## config.mk

```make
export PLATFORM = sky130hd
export DESIGN_NAME = systolic_sequencer
export DESIGN_NICKNAME = d
export VERILOG_FILES = /design/src/rtl/systolic_sequencer.sv
export SDC_FILE = /design/constraint.sdc
export NUM_CORES = 1
export LEC_CHECK = 0
export CORE_ASPECT_RATIO = 1.1
export CORE_UTILIZATION = 52
export CTS_CLUSTER_SIZE = 10
export DETAILED_ROUTE_END_ITERATION = 6
export HOLD_SLACK_MARGIN = 0.1
export PLACE_DENSITY_LB_ADDON = 0.3
export SYNTH_ARGS = -nofsm -noshare
export SYNTH_HDL_FRONTEND = slang
export SYNTH_SLANG_ARGS = --single-unit
```

## constraint.sdc

```tcl
create_clock -name clock -period 2.69 [get_ports clock]
set_input_delay 0.538 -clock clock [delete_from_list [all_inputs] [get_ports clock]]
set_output_delay 0.538 -clock clock [all_outputs]
set_load 0.01 [all_outputs]
```

## src/rtl/systolic_sequencer.sv

```systemverilog
// -----------------------------------------------------------------------------
// systolic_sequencer
//
// Drives the edge inputs of an N x N systolic multiply array. A start request
// clears the cell accumulators, streams k_len operand slices (column k of A,
// row k of B) out of external single-port memories, skews each lane so that
// matching operands meet in the right cell, waits for the wavefront to drain,
// and then pulses done.
//
// Optional feature: define SYSTOLIC_SEQ_PERF_EN to add the perf_cycles port,
// a saturating 16-bit count of busy cycles since reset.
//
// Ports
//   clock        in   rising-edge clock
//   reset        in   synchronous, active-low
//   start        in   request a multiply (sampled only in IDLE)
//   k_len        in   inner dimension, latched with start, saturates at KMAX
//   a_col        in   column k of A, lane i at [i*W +: W], valid 1 cycle after rd_en
//   b_row        in   row k of B, same packing/latency
//   rd_en        out  operand memory read strobe
//   rd_addr      out  operand index k
//   a_edge       out  skewed A to array row inputs
//   b_edge       out  skewed B to array column inputs
//   array_clear  out  one-cycle accumulator clear
//   busy         out  high from CLEAR through DONE
//   done         out  one-cycle pulse, array results final
//   perf_cycles  out  busy-cycle count (SYSTOLIC_SEQ_PERF_EN only)
// -----------------------------------------------------------------------------
module systolic_sequencer #(
    parameter  int N    = 4,
    parameter  int W    = 8,
    parameter  int KMAX = 16,
    localparam int AW   = $clog2(KMAX)
) (
    input  logic            clock,
    input  logic            reset,
    input  logic            start,
    input  logic [AW:0]     k_len,
    input  logic [N*W-1:0]  a_col,
    input  logic [N*W-1:0]  b_row,
    output logic            rd_en,
    output logic [AW-1:0]   rd_addr,
    output logic [N*W-1:0]  a_edge,
    output logic [N*W-1:0]  b_edge,
    output logic            array_clear,
    output logic            busy,
    output logic            done
`ifdef SYSTOLIC_SEQ_PERF_EN
    ,
    output logic [15:0]     perf_cycles
`endif
);

    localparam int KW = AW + 1;
    // Drain counter must hold 2N; it counts 2N..0, giving 2N+1 cycles.
    localparam int DW = $clog2(2 * N + 2);
    localparam logic [KW-1:0] KMAX_K     = KW'(KMAX);
    localparam logic [DW-1:0] DRAIN_LOAD = DW'(2 * N);

    typedef enum logic [2:0] {
        S_IDLE,
        S_CLEAR,
        S_FEED,
        S_DRAIN,
        S_DONE
    } state_t;

    state_t          state_q, state_d;
    logic [KW-1:0]   klen_q, klen_d;
    logic [AW-1:0]   addr_q, addr_d;
    logic [DW-1:0]   drain_q, drain_d;
    logic            rd_vld_q;   // read data present on a_col/b_row this cycle
    logic            last_addr;

    // Only evaluated in FEED, where klen_q >= 1.
    assign last_addr = ({1'b0, addr_q} == (klen_q - KW'(1)));
    assign rd_addr   = addr_q;

    always_comb begin
        state_d     = state_q;
        klen_d      = klen_q;
        addr_d      = addr_q;
        drain_d     = drain_q;
        rd_en       = 1'b0;
        array_clear = 1'b0;
        busy        = 1'b1;
        done        = 1'b0;
        case (state_q)
            S_IDLE: begin
                busy = 1'b0;
                if (start) begin
                    state_d = S_CLEAR;
                    klen_d  = (k_len > KMAX_K) ? KMAX_K : k_len;
                end
            end
            S_CLEAR: begin
                array_clear = 1'b1;
                addr_d      = '0;
                drain_d     = DRAIN_LOAD;
                state_d     = (klen_q == '0) ? S_DRAIN : S_FEED;
            end
            S_FEED: begin
                rd_en = 1'b1;
                if (last_addr) begin
                    // Park the address at 0 so rd_addr is quiet outside FEED.
                    addr_d  = '0;
                    state_d = S_DRAIN;
                end else begin
                    addr_d = addr_q + AW'(1);
                end
            end
            S_DRAIN: begin
                if (drain_q == '0) begin
                    state_d = S_DONE;
                end else begin
                    drain_d = drain_q - DW'(1);
                end
            end
            S_DONE: begin
                done    = 1'b1;
                state_d = S_IDLE;
            end
            default: begin
                busy    = 1'b0;
                state_d = S_IDLE;
            end
        endcase
    end

    always_ff @(posedge clock) begin
        if (!reset) begin
            state_q  <= S_IDLE;
            klen_q   <= '0;
            addr_q   <= '0;
            drain_q  <= '0;
            rd_vld_q <= 1'b0;
        end else begin
            state_q  <= state_d;
            klen_q   <= klen_d;
            addr_q   <= addr_d;
            drain_q  <= drain_d;
            rd_vld_q <= rd_en;
        end
    end

    // Per-lane skew: lane gi is a zero-filled shift register of depth gi+1.
    // Input is gated by rd_vld_q so bubbles push zeros into the array.
    genvar gi;
    generate
        for (gi = 0; gi < N; gi++) begin : g_lane
            logic [W-1:0] a_sr_q [gi+1];
            logic [W-1:0] b_sr_q [gi+1];
            logic [W-1:0] a_in;
            logic [W-1:0] b_in;

            assign a_in = rd_vld_q ? a_col[gi*W +: W] : '0;
            assign b_in = rd_vld_q ? b_row[gi*W +: W] : '0;

            always_ff @(posedge clock) begin
                if (!reset) begin
                    for (int j = 0; j <= gi; j++) begin
                        a_sr_q[j] <= '0;
                        b_sr_q[j] <= '0;
                    end
                end else begin
                    a_sr_q[0] <= a_in;
                    b_sr_q[0] <= b_in;
                    for (int j = 1; j <= gi; j++) begin
                        a_sr_q[j] <= a_sr_q[j-1];
                        b_sr_q[j] <= b_sr_q[j-1];
                    end
                end
            end

            assign a_edge[gi*W +: W] = a_sr_q[gi];
            assign b_edge[gi*W +: W] = b_sr_q[gi];
        end
    endgenerate

`ifdef SYSTOLIC_SEQ_PERF_EN
    logic [15:0] perf_q;

    always_ff @(posedge clock) begin
        if (!reset) begin
            perf_q <= '0;
        end else if (busy && (perf_q != 16'hFFFF)) begin
            perf_q <= perf_q + 16'd1;
        end
    end

    assign perf_cycles = perf_q;
`endif

endmodule
```

==> results.txt <==
----------------------------------------------------
[Timing]
  Final setup violation count ... 0
  Worst-margin pin slew ... 907 ps
  Worst slew margin relative to its limit ... 0.395
  Worst Skew ... 6.46 ps
  Pins over their slew limit ... 0
  Final Critical Period ... 2530 ps
  Setup repair after global routing missed its margin ... false
  Final total negative setup slack ... 0 ps
  Peak clock frequency supported by timing ... 0.395 GHz
  Post-route fraction of the period consumed by the critical path ... 0.940
  Number of failing hold endpoints at the final stage ... 0

[Die]
  Core outline area ... 0.0104 sq mm
  Total I/O pin count ... 144
  Cell Rows ... 39
  Chip width ... 101 um
  Starting density of the core ... 0.535
  Overall die height ... 110 um
  Total die area ... 0.0111 sq mm

[Setup path]
  Kind of end point of the critical path ... primary output
  Crit path cell chain ... or3b_2 -> inv_2 -> clkdlybuf4s50_1
  Reg-to-reg endpoint ... rd_addr[2]
  Nature of the critical path startpoint ... flip-flop
  WS Path Type ... reg -> out
  CP arrival ... 1990 ps
  Largest delay share family, worst path ... buffers and inverters
  Buffers & Inverters on Critical Path ... 2
  Path depth of the worst reg2reg path ... 7
  Crit Path Max Fanout ... 8
  Register-to-register setup slack ... 810 ps
  Required time at the endpoint of the critical path ... 2150 ps
  Largest stage delay on the critical path ... 540 ps
  CP max-delay cell ... or3b_2
  Start of the worst register-to-register path ... klen_q[0]

[Logic synthesis]
  Post-synthesis register bit count ... 177
  Synthesized instance count ... 491
  Most frequently used cell type in the post-synthesis netlist ... dfxtp_1
  Top post-synthesis cells by area ... dfxtp_1, and2_1, and3_1
  Count of flip-flops with a built-in enable after synthesis ... 0
  Async SR Flop Fraction ... 0
  Area share of the largest cell type after synthesis ... 0.637
  Synthesized area ... 0.00556 sq mm
  Number of different library cells in the post-synthesis netlist ... 39
  Fraction of the yosys area taken by sequential cells ... 0.637
  Ys flop type ... dfxtp_1
  Yosys synthesis warning count ... 0
  Post-synth top area cell ... dfxtp_1
  Mean Syn Cell Area ... 11.3 sq um
  Synth cell count leaders ... dfxtp_1, and2_1, and3_1
  Mapped Nets ... 567

[Placed design]
  Count of buffers from port buffering ... 143
  Routability Congestion ... 0.850
  Total half-perimeter wirelength after legalization and detailed placement ... 6160 um
  Dpl cell area ... 0.00678 sq mm

[CTS]
  CTS Hold Bufs ... 0
  Post-CTS clock slew at the launch and capture registers of the worst setup and hold paths ... 60 ps
  TritonCTS Buffers ... 17
  Source-to-sink clock delay at the later pin of the worst-skew pair ... 410 ps
  Maximum clock insertion buffer count ... 2
  Total number of clock tree sinks ... 177
  H-tree depth reported by CTS ... 4
  Clock tree from TritonCTS ... yes
  Total setup buffers inserted after CTS ... 0
  CTS Root Buffer Type ... clkbuf_16

[Routing]
  Via count normalized by instance count ... 4.57
  Routed wire length per instance ... 12.8 um
  Via count of the routed design ... 3,393
  Wirelength, routed ... 9530 um
  Detail Route Antenna Nets ... 0
  Starting DRC count in detailed routing ... 131
  Drt first pass iters ... 4
  DRC ... 0

[Min path]
  Hold Path Origin ... g_lane[3].a_sr_q[0][9]
  Type of the tightest min-delay check ... reg -> reg
  Hold Path End ... g_lane[3].a_sr_q[0][17]
  Worst hold path stage count ... 1

[Global routing]
  Gr ovfl total ... 0
  Number of global-route vias before repair ... 3,407
  Number of antenna violations at the first check in global routing ... 0
  Total global-route track usage ... 0.185
  Pin count of the biggest net entering global routing ... 79
  Global-route wire length before repair ... 15,800 um

[Pwr]
  Maximum vdd drop ... 0.474 mV
  PwrDens ... 752 mW/mm^2
  Leakage component of the power ... 3.12 nW

[Finish]
  Layout-stage area growth over the synthesis result ... 32.4%
  Number of fillers in the final layout ... 769
  Combined flip-flop and latch cell area ... 0.00355 sq mm
  Share of cells above drive strength 1 ... 0.0768
  Area of combinational cells with multiple inputs ... 0.00157 sq mm
  Final Instance Area ... 0.00736 sq mm
  Ant diodes ... 0
  Net count of the finished layout ... 662

[Run]
  Number of maximum-capacitance violations ... 0

[Run status]
  Result of the run ... complete, no violations

----------------------------------------------------
logic make-up after synthesis:
| group | share of synthesized area |
|---|---|
| AND/OR/NAND/NOR | 0.229 |
| flip-flops | 0.637 |
| buffers and inverters | 0.0797 |
| AO/OA/AOI/OAI | 0.0306 |
| XOR/XNOR | 0.0126 |
| adder cells (fa/ha/maj) | 0.00900 |
| multiplexers | 0.00180 |
sequential cells by signal (all words and copies together), names as in the netlist:
register       count
rd_vld_q           1
rd_addr            4
state_q            3
g_lane.b_sr_q     80
klen_q             5
g_lane.a_sr_q     80
drain_q            4
placed cells by master (no fill, tap or decap), drive strengths merged, types with 7 or more instances in the layout:
cell,instances
and2,99
nand2,11
clkdlybuf4s50,142
inv,9
a21boi,7
clkinv,7
nand3b,7
clkbuf,19
and3,65
dfxtp,177
per-stage QoR:
step | setup slack, ps | std cells | total power [mW] | utilization | hold WS, ps
floorplan | 958 | 491 | 3.03 | - | 412
global placement | 529 | 710 | 3.23 | 0.652 | 413
detailed placement | 475 | 710 | 3.25 | 0.652 | 417
CTS | 34.9 | 742 | 5.59 | 0.708 | 430
global route | 93.7 | 742 | 5.78 | 0.708 | 441
finish | 161 | 742 | 5.54 | 0.708 | 429
how the worst max path moves through the flow:
stage	startpoint	to	slack, ps	cells past startpoint
after floorplan	klen_q[0]	rd_addr[2]	960	7
after global placement	state_q[0]	array_clear	530	3
after detailed placement	state_q[0]	array_clear	470	3
after CTS	state_q[0]	array_clear	30	3
after global routing	state_q[0]	array_clear	90	3
final	state_q[0]	array_clear	160	3
what timing repair did:
item                                    4_1_cts  5_1_grt
resized for setup                             0        1
endpoints found under the setup margin        0        1
endpoints found under the hold margin         0        0
report_power, final:
group          switching (mW)  leakage, nW  internal (mW)
Clock                    1.00        0.288           1.34
Combinational           0.168         1.40          0.250
Sequential             0.0769         1.43           2.70
final cells by class:
class | instances | area share
Sequential cell | 177 | 0.482
Inverter | 5 | 0.00255
Tap cell | 143 | 0.0243
Clock buffer | 19 | 0.0615
Multi-Input combinational cell | 239 | 0.214
Clock inverter | 13 | 0.0173
Timing Repair Buffer | 146 | 0.199
metal layers:
layer | wire length, um | up-vias | GRT usage
li1 | - | 1733 | -
met1 | 4070 | 1552 | 0.210
met2 | 4790 | 98 | 0.309
met3 | 555 | 10 | 0.0741
met4 | 114 | 0 | 0.0734
met5 | 0 | - | 0
Note: power is estimated with default switching activity, not from simulation.
